==> config.mk <==
export PLATFORM = sky130hd
export DESIGN_NAME = fp16_mul_post
export DESIGN_NICKNAME = d
export VERILOG_FILES = /design/src/rtl/fp16_pkg.sv /design/src/rtl/fp16_round_rne.sv /design/src/rtl/fp16_mul_post.sv
export SDC_FILE = /design/constraint.sdc
export NUM_CORES = 1
export LEC_CHECK = 0
export ABC_AREA = 1
export CAP_MARGIN = 20
export CORE_MARGIN = 2
export CORE_UTILIZATION = 52
export CTS_BUF_LIST = sky130_fd_sc_hd__clkbuf_8
export CTS_CLUSTER_SIZE = 14
export DETAILED_ROUTE_END_ITERATION = 8
export PLACE_DENSITY = 0.83
export SLEW_MARGIN = 20
export SYNTH_ARGS = -nofsm -noshare
export SYNTH_HDL_FRONTEND = slang
export SYNTH_SLANG_ARGS = --single-unit
==> constraint.sdc <==
create_clock -name clk -period 2.8 [get_ports clk]
set_input_delay 0.56 -clock clk [delete_from_list [all_inputs] [get_ports clk]]
set_output_delay 0.56 -clock clk [all_outputs]
set_load 0.05 [all_outputs]
==> src/rtl/fp16_pkg.sv <==
// Shared types and constants for the FP16 multiplier post-processing stage:
// operand classes, field widths, canonical encodings and the stage-1 pipeline record.
package fp16_pkg;

   localparam int BIAS   = 15;
   localparam int EXP_W  = 5;
   localparam int FRAC_W = 10;
   localparam int MANT_W = FRAC_W + 1;
   localparam int PROD_W = 2 * MANT_W;
   localparam int EXPS_W = 8;

   localparam logic [15:0] FP16_QNAN    = 16'h7E00;
   localparam logic [15:0] FP16_INF_MAG = 16'h7C00;

   typedef enum logic [1:0] {
      ZERO = 2'd0,
      NORM = 2'd1,
      INF  = 2'd2,
      NAN  = 2'd3
   } fp_class_t;

   typedef struct packed {
      logic                     sign;
      logic signed [EXPS_W-1:0] exp;
      logic [FRAC_W-1:0]        frac;
      logic                     guard;
      logic                     sticky;
      logic                     special;
      logic [15:0]              special_val;
   } s1_t;

endpackage

==> src/rtl/fp16_round_rne.sv <==
// Round-to-nearest-even on a 10-bit fraction with guard/sticky; carry flags a
// fraction wrap that the caller turns into an exponent increment.
module fp16_round_rne
   import fp16_pkg::*;
(
   input  logic [FRAC_W-1:0] frac_in,
   input  logic              guard,
   input  logic              sticky,
   output logic [FRAC_W-1:0] frac_out,
   output logic              carry
);

   function automatic logic [FRAC_W:0] rne_round(input logic [FRAC_W-1:0] frac,
                                                 input logic              g,
                                                 input logic              s);
      logic round_up;
      round_up = g & (s | frac[0]);
      return {1'b0, frac} + {{FRAC_W{1'b0}}, round_up};
   endfunction

   logic [FRAC_W:0] sum;

   always_comb begin
      sum      = rne_round(frac_in, guard, sticky);
      frac_out = sum[FRAC_W-1:0];
      carry    = sum[FRAC_W];
   end

endmodule

==> src/rtl/fp16_mul_post.sv <==
// FP16 multiply post-stage: normalize, RNE round, special values and pack, two registered stages.
// Build option FP16_MUL_POST_SUBNORM_EN enables gradual underflow; otherwise tiny results flush to zero.
module fp16_mul_post
   import fp16_pkg::*;
(
   input  logic              clk,
   input  logic              rst,
   input  logic              in_valid,
   output logic              in_ready,
   input  logic              in_sign_a,
   input  logic              in_sign_b,
   input  logic [EXP_W-1:0]  in_exp_a,
   input  logic [EXP_W-1:0]  in_exp_b,
   input  logic [1:0]        in_cls_a,
   input  logic [1:0]        in_cls_b,
   input  logic [PROD_W-1:0] in_prod,
   output logic              out_valid,
   input  logic              out_ready,
   output logic [15:0]       out_result,
   output logic              out_overflow,
   output logic              out_underflow,
   output logic              out_inexact
);

   localparam logic signed [EXPS_W-1:0] BIAS_S  = EXPS_W'(BIAS);
   localparam logic signed [EXPS_W-1:0] EXP_MAX = EXPS_W'((1 << EXP_W) - 1);

   logic rdy_en;
   logic vld_p1;
   logic vld_p2;
   logic s1_adv;
   logic s2_adv;

   s1_t  s1_p0;
   s1_t  s1_p1;
   logic norm_p0;
   logic any_nan_p0;
   logic any_inf_p0;
   logic any_zero_p0;

   logic [15:0] res_p1;
   logic        ovf_p1;
   logic        unf_p1;
   logic        inx_p1;
   logic [15:0] res_p2;
   logic        ovf_p2;
   logic        unf_p2;
   logic        inx_p2;

   logic signed [EXPS_W-1:0] exp_p1;
   logic signed [EXPS_W-1:0] exp_rnd_p1;
   logic [FRAC_W-1:0]        frac_rnd_p1;
   logic                     carry_p1;

   assign s2_adv    = !vld_p2 || out_ready;
   assign s1_adv    = !vld_p1 || s2_adv;
   assign in_ready  = rdy_en && s1_adv;
   assign out_valid = vld_p2;

   assign out_result    = res_p2;
   assign out_overflow  = ovf_p2;
   assign out_underflow = unf_p2;
   assign out_inexact   = inx_p2;

   // ---- stage 1: normalize product, classify specials ----
   always_comb begin
      any_nan_p0  = (in_cls_a == NAN)  || (in_cls_b == NAN);
      any_inf_p0  = (in_cls_a == INF)  || (in_cls_b == INF);
      any_zero_p0 = (in_cls_a == ZERO) || (in_cls_b == ZERO);
      norm_p0     = in_prod[PROD_W-1];

      s1_p0      = '0;
      s1_p0.sign = in_sign_a ^ in_sign_b;
      if (norm_p0) begin
         s1_p0.frac   = in_prod[PROD_W-2 -: FRAC_W];
         s1_p0.guard  = in_prod[PROD_W-2-FRAC_W];
         s1_p0.sticky = |in_prod[PROD_W-3-FRAC_W:0];
      end else begin
         s1_p0.frac   = in_prod[PROD_W-3 -: FRAC_W];
         s1_p0.guard  = in_prod[PROD_W-3-FRAC_W];
         s1_p0.sticky = |in_prod[PROD_W-4-FRAC_W:0];
      end
      s1_p0.exp = $signed({3'b000, in_exp_a}) + $signed({3'b000, in_exp_b})
                - BIAS_S + $signed({7'b0000000, norm_p0});

      if (any_nan_p0 || (any_inf_p0 && any_zero_p0)) begin
         s1_p0.special     = 1'b1;
         s1_p0.special_val = FP16_QNAN;
      end else if (any_inf_p0) begin
         s1_p0.special     = 1'b1;
         s1_p0.special_val = {s1_p0.sign, FP16_INF_MAG[14:0]};
      end else if (any_zero_p0) begin
         s1_p0.special     = 1'b1;
         s1_p0.special_val = {s1_p0.sign, 15'h0000};
      end
   end

   // rdy_en keeps in_ready low until the first clock after reset release
   always_ff @(posedge clk or posedge rst) begin
      if (rst) begin
         rdy_en <= 1'b0;
         vld_p1 <= 1'b0;
      end else begin
         rdy_en <= 1'b1;
         if (s1_adv) begin
            vld_p1 <= in_valid && rdy_en;
         end
      end
   end

   always_ff @(posedge clk) begin
      if (in_valid && in_ready) begin
         s1_p1 <= s1_p0;
      end
   end

   // ---- stage 2: round, range check, pack ----
   assign exp_p1 = s1_p1.exp;

   fp16_round_rne u_rnd_norm (
      .frac_in  (s1_p1.frac),
      .guard    (s1_p1.guard),
      .sticky   (s1_p1.sticky),
      .frac_out (frac_rnd_p1),
      .carry    (carry_p1)
   );

   assign exp_rnd_p1 = exp_p1 + $signed({7'b0000000, carry_p1});

`ifdef FP16_MUL_POST_SUBNORM_EN
   // Denormalize {1,frac} by (1 - exp), capped so everything past 11 positions lands in sticky.
   function automatic logic [FRAC_W+1:0] subnorm_align(input logic [FRAC_W-1:0]        frac,
                                                       input logic                     g,
                                                       input logic                     s,
                                                       input logic signed [EXPS_W-1:0] exp);
      logic signed [EXPS_W-1:0] neg;
      logic [3:0]               sh_m1;
      logic [22:0]              w;
      neg   = -exp;
      sh_m1 = (neg > 8'sd11) ? 4'd11 : neg[3:0];
      w     = {1'b1, frac, g, 11'b0} >> sh_m1;
      return {w[22:13], w[12], (|w[11:0]) | s};
   endfunction

   logic [FRAC_W+1:0] sub_aln_p1;
   logic [FRAC_W-1:0] sub_frac_p1;
   logic              sub_carry_p1;

   assign sub_aln_p1 = subnorm_align(s1_p1.frac, s1_p1.guard, s1_p1.sticky, exp_p1);

   fp16_round_rne u_rnd_sub (
      .frac_in  (sub_aln_p1[FRAC_W+1:2]),
      .guard    (sub_aln_p1[1]),
      .sticky   (sub_aln_p1[0]),
      .frac_out (sub_frac_p1),
      .carry    (sub_carry_p1)
   );
`endif

   // Underflow is judged on the pre-rounding exponent; overflow after the rounding carry.
   always_comb begin
      res_p1 = '0;
      ovf_p1 = 1'b0;
      unf_p1 = 1'b0;
      inx_p1 = 1'b0;
      if (s1_p1.special) begin
         res_p1 = s1_p1.special_val;
      end else if (exp_p1 <= 8'sd0) begin
`ifdef FP16_MUL_POST_SUBNORM_EN
         res_p1 = {s1_p1.sign, 4'b0000, sub_carry_p1, sub_frac_p1};
         inx_p1 = sub_aln_p1[1] | sub_aln_p1[0];
         unf_p1 = inx_p1;
`else
         res_p1 = {s1_p1.sign, 15'h0000};
         unf_p1 = 1'b1;
         inx_p1 = 1'b1;
`endif
      end else if (exp_rnd_p1 >= EXP_MAX) begin
         res_p1 = {s1_p1.sign, FP16_INF_MAG[14:0]};
         ovf_p1 = 1'b1;
         inx_p1 = 1'b1;
      end else begin
         res_p1 = {s1_p1.sign, exp_rnd_p1[EXP_W-1:0], frac_rnd_p1};
         inx_p1 = s1_p1.guard | s1_p1.sticky;
      end
   end

   always_ff @(posedge clk or posedge rst) begin
      if (rst) begin
         vld_p2 <= 1'b0;
         res_p2 <= '0;
         ovf_p2 <= 1'b0;
         unf_p2 <= 1'b0;
         inx_p2 <= 1'b0;
      end else if (s2_adv) begin
         vld_p2 <= vld_p1;
         if (vld_p1) begin
            res_p2 <= res_p1;
            ovf_p2 <= ovf_p1;
            unf_p2 <= unf_p1;
            inx_p2 <= inx_p1;
         end
      end
   end

endmodule

==> metrics.csv <==
stage,metric,value,unit
logic_synthesis,post_synth_inst_count,309,
global_routing,grt_antenna_before_repair,0,
worst_setup_path,worst-r2r-cell-count,17,
pwr,irDropWorstVdd,262.1,uV
logic_synthesis,post_synth_num_cell_types,36,
sta,post-route-worst-setup-slack,0.2330,ns
layout,final_nets,438,
placed_design,hpwl,3700,um
sta,setup_viol_count_final,0,
global_routing,grt_overflow_total,0,
floorplanning,io_pins,63,
pwr,power_consumption,1761,uW
sta,slew_viol_final,0,
cts,tritoncts_num_sinks,47,
cts,cts_tree,done,
logic_synthesis,dominantRegCellSynth,sky130_fd_sc_hd__edfxtp_1,
worst_setup_path,ff2ff_setup_slack,0.23,ns
cts,clock_tree.root_cell,sky130_fd_sc_hd__clkbuf_8,
logic_synthesis,syn-num-nets,366,
route,avgRoutedWirePerCell,10.32,um
run,cap_viol_max_count,0,
worst_setup_path,critPathLaunch,s1_p1[18]$_DFFE_PP_,
cts,maximum_root_to_sink_buffer_count,2,
cts,cts_inserted_buffers,5,
worst_setup_path,cp.required,3.03,ns
worst_setup_path,critical_path_arrival,2.80,ns
worst_setup_path,crit-reg2reg-launch,s1_p1[18]$_DFFE_PP_,
logic_synthesis,postSynthRegisterBits,47,
sta,finalCriticalPeriod,2.567,ns
worst_setup_path,timing_worst_setup_path_type,flip-flop to flip-flop,
cts,htreeDepth,2,
run_status,outcome,finished clean,
layout,n_antenna_cell,0,
worst_hold_path,hp_class,flip-flop to flip-flop,
logic_synthesis,ys_async_sr_fraction,46.81,%
logic_synthesis,share_of_synthesized_area_spent_on_multiplexers,0,%
sta,fin_setup_tns,0,ns
worst_hold_path,worstHoldPathCells,2,
global_routing,global_route_wire_length_before_repair,7431,um
logic_synthesis,synth_enable_flop_cells,25,
sta,worst_slew_margin_rel,47.34,%
worst_setup_path,critPathMostFrequentCell,sky130_fd_sc_hd__nand2_1,
sta,hold_violations_final,0,
worst_setup_path,path_cells,nand2_1 > inv_1 > ha_2 > nand2_1 > nor2_2 > inv_1 > nor4_4 > ha_2 > ha_2 > nand3_1 > nand2_1 > nand2_1 > nand3_1 > nand3_2 > nand2_4 > nand2_4 > o21ai_2,
sta,worst-slew-pin-transition,0.7890,ns
route,dr.first_iter.drc_count,105,
cts,cts_hold_buffers,0,
sta,grt_setup_unrepaired,true,
worst_setup_path,cp_max_fo,9,
route,routed_via_density,4.799,
placed_design,place_worst_setup_slack,-0.07480,ns
pwr,power_leakage,0.001593,uW
logic_synthesis,synth_warnings,0,
worst_setup_path,cp_slowest_stage_delay,0.37,ns
route,antenna_violating_nets_post_route,0,
route,detailedRoute.firstPassIterationCount,6,
cts,clkTransAtPathRegs,0.08,ns
global_routing,gr-usage-all-layers,17.06,%
floorplanning,design.die.area,5734,um2
cts,clk-insertion-delay-late,0.30,ns
floorplanning,die_height,75.73,um
global_routing,largest_net_degree_at_the_start_of_global_routing,26,
sta,final.hold.worst_slack,0.4856,ns
layout,layout.core_utilization,69.85,%
worst_setup_path,timing.critical_path.from_type,flip-flop,
worst_setup_path,cpMaxStageDelayCell,sky130_fd_sc_hd__edfxtp_1,
worst_hold_path,worstHoldStart,out_result[5]$_DFFE_PP0P_,
sta,max_freq,389.6,MHz
floorplanning,placeableCoreArea,5042,um2
sta,finClkSkew,0.005066,ns
layout,flow.area_growth_from_synthesis,31.67,%
worst_setup_path,crit_path_end_kind,flip-flop,
route,routed-via-count,2169,
sta,timing.final.crit_share,91.68,%
placed_design,place.port_buffers,62,
global_routing,grt_pass1_vias,1797,
logic_synthesis,synth_top_family_by_area,simple AND/OR/NAND/NOR gates,
logic_synthesis,post_synth_xor_area_fraction,3.929,%
layout,drive_gt1_share,10.73,%
placed_design,gp_congestion,0.8767,
logic_synthesis,synth_seq_area_share,48.64,%
route,post-route-drc-count,0,
floorplanning,core.rowCount,26,
floorplanning,dieWidth,75.73,um
logic_synthesis,synthAdderAreaFrac,7.297,%
logic_synthesis,synth_area_per_cell,8.657,um2
route,routed_wl,4666,um
logic_synthesis,yosys.area_share.simple,25.02,%
logic_synthesis,synth_area,2675,um2
pwr,p_per_area,500.0,nW/um2
logic_synthesis,synth-compound-area-share,8.934,%
floorplanning,initial_utilization,53.05,%
## flip-flops by register name, summed over array words and instances (netlist names)
| register | cells |
|---|---|
| out_valid | 1 |
| vld_p1 | 1 |
| s1_p1 | 17 |
| rdy_en | 1 |
| out_inexact | 1 |
| out_result | 16 |
| exp_p1 | 8 |
| out_overflow | 1 |
| out_underflow | 1 |
## where the power goes
group          switching, uW  total, uW  leakage, uW  internal [uW]
combinational            320        537      0.00103            216
clock                    210        380    0.0000511            170
sequential              40.5        844     0.000509            804
total                    571       1760      0.00159           1190
## routing by layer
metal	share of wire, %	GRT usage (%)	vias to the layer above
met2	48	27.92	50
met5	0	0	-
met4	1.2	5.068	0
met1	46	22.05	960
li1	-	-	1152
met3	4.8	5.026	7
## synth_stat cells (2+ instances only)
cell / n / area, um2
sky130_fd_sc_hd__o21ai_0: 10 / 50.05
sky130_fd_sc_hd__o21ai_2: 9 / 78.83
sky130_fd_sc_hd__ha_1: 14 / 175.2
sky130_fd_sc_hd__dfrtp_1: 22 / 550.5
sky130_fd_sc_hd__nand3_2: 3 / 30.03
sky130_fd_sc_hd__clkbuf_1: 3 / 11.26
sky130_fd_sc_hd__a31oi_1: 2 / 12.51
sky130_fd_sc_hd__nor2_2: 2 / 12.51
sky130_fd_sc_hd__a21oi_1: 9 / 45.04
sky130_fd_sc_hd__xor2_1: 6 / 52.55
sky130_fd_sc_hd__inv_1: 38 / 142.6
sky130_fd_sc_hd__edfxtp_1: 25 / 750.7
sky130_fd_sc_hd__nand2_2: 2 / 12.51
sky130_fd_sc_hd__nand2_1: 96 / 360.4
sky130_fd_sc_hd__nor4_1: 2 / 12.51
sky130_fd_sc_hd__nand3_1: 12 / 60.06
sky130_fd_sc_hd__nor2_1: 26 / 97.59
sky130_fd_sc_hd__nand2_4: 2 / 22.52
sky130_fd_sc_hd__nand4_1: 4 / 25.02
sky130_fd_sc_hd__xnor2_1: 6 / 52.55
## placed cells by master (no fill, tap or decap), types with 2 or more instances in the layout
cell type | synthesis | final
sky130_fd_sc_hd__nand4_1 | 4 | 4
sky130_fd_sc_hd__a21oi_1 | 9 | 9
sky130_fd_sc_hd__nand2_4 | 2 | 2
sky130_fd_sc_hd__ha_2 | 0 | 3
sky130_fd_sc_hd__buf_4 | 0 | 7
sky130_fd_sc_hd__nor2_2 | 2 | 3
sky130_fd_sc_hd__nor2_1 | 26 | 25
sky130_fd_sc_hd__xor2_1 | 6 | 6
sky130_fd_sc_hd__o21ai_2 | 9 | 9
sky130_fd_sc_hd__nand3_1 | 12 | 12
sky130_fd_sc_hd__nand2_2 | 2 | 2
sky130_fd_sc_hd__clkdlybuf4s50_1 | 0 | 61
sky130_fd_sc_hd__edfxtp_1 | 25 | 25
sky130_fd_sc_hd__xnor2_1 | 6 | 6
sky130_fd_sc_hd__inv_1 | 38 | 40
sky130_fd_sc_hd__ha_1 | 14 | 11
sky130_fd_sc_hd__o21ai_0 | 10 | 10
sky130_fd_sc_hd__nand2_1 | 96 | 96
sky130_fd_sc_hd__dfrtp_1 | 22 | 22
sky130_fd_sc_hd__nand3_2 | 3 | 3
sky130_fd_sc_hd__clkbuf_8 | 0 | 5
sky130_fd_sc_hd__a31oi_1 | 2 | 2
## cell type report
class / instances / area (um2)
fill: 388 / 1520
sequential: 47 / 1301
multi-input combinational: 219 / 1237
timing repair buffer: 68 / 663.1
inverter: 40 / 150.1
tap: 70 / 87.58
clock buffer: 5 / 68.82
clock inverter: 3 / 13.76
## worst paths after layout
path / endpoint
worst max-delay path: out_result[2]$_DFFE_PP0P_
max in group asynchronous: out_result[13]$_DFFE_PP0P_
min in group asynchronous: out_result[0]$_DFFE_PP0P_
worst max register to register: out_result[2]$_DFFE_PP0P_
worst min register to register: out_result[5]$_DFFE_PP0P_
worst min-delay path: out_result[5]$_DFFE_PP0P_
## through the flow
stage                     std cells  instance area (um2)
after global routing            452                 3522
after global placement          443                 3407
after floorplan                 309                 2675
final                           452                 3522
after detailed placement        443                 3407
after CTS                       451                 3490
## critical path, delay by kind of cell (launching register included)
family                     cells  cell delay, ns
DFF                            1            0.37
and+or+nand+nor               11            1.19
buffers and inverters          2            0.16
AOI/OAI and AO/OA              1            0.14
adders and majority gates      3            0.64
## timing repair
item / 4_1_cts / 5_1_grt
hold endpoints to repair: 0 / 0
endpoints found under the setup margin: 0 / 17
setup buffers: 0 / 1
resized for setup: 0 / 6
## logic make-up after synthesis
group | count (synthesis)
AND/OR/NAND/NOR | 154
flip-flops | 47
buffers and inverters | 43
AO/OA/AOI/OAI | 37
adder cells (fa/ha/maj) | 15
XOR/XNOR | 12
other | 1
Note: power is estimated with default switching activity, not from simulation.
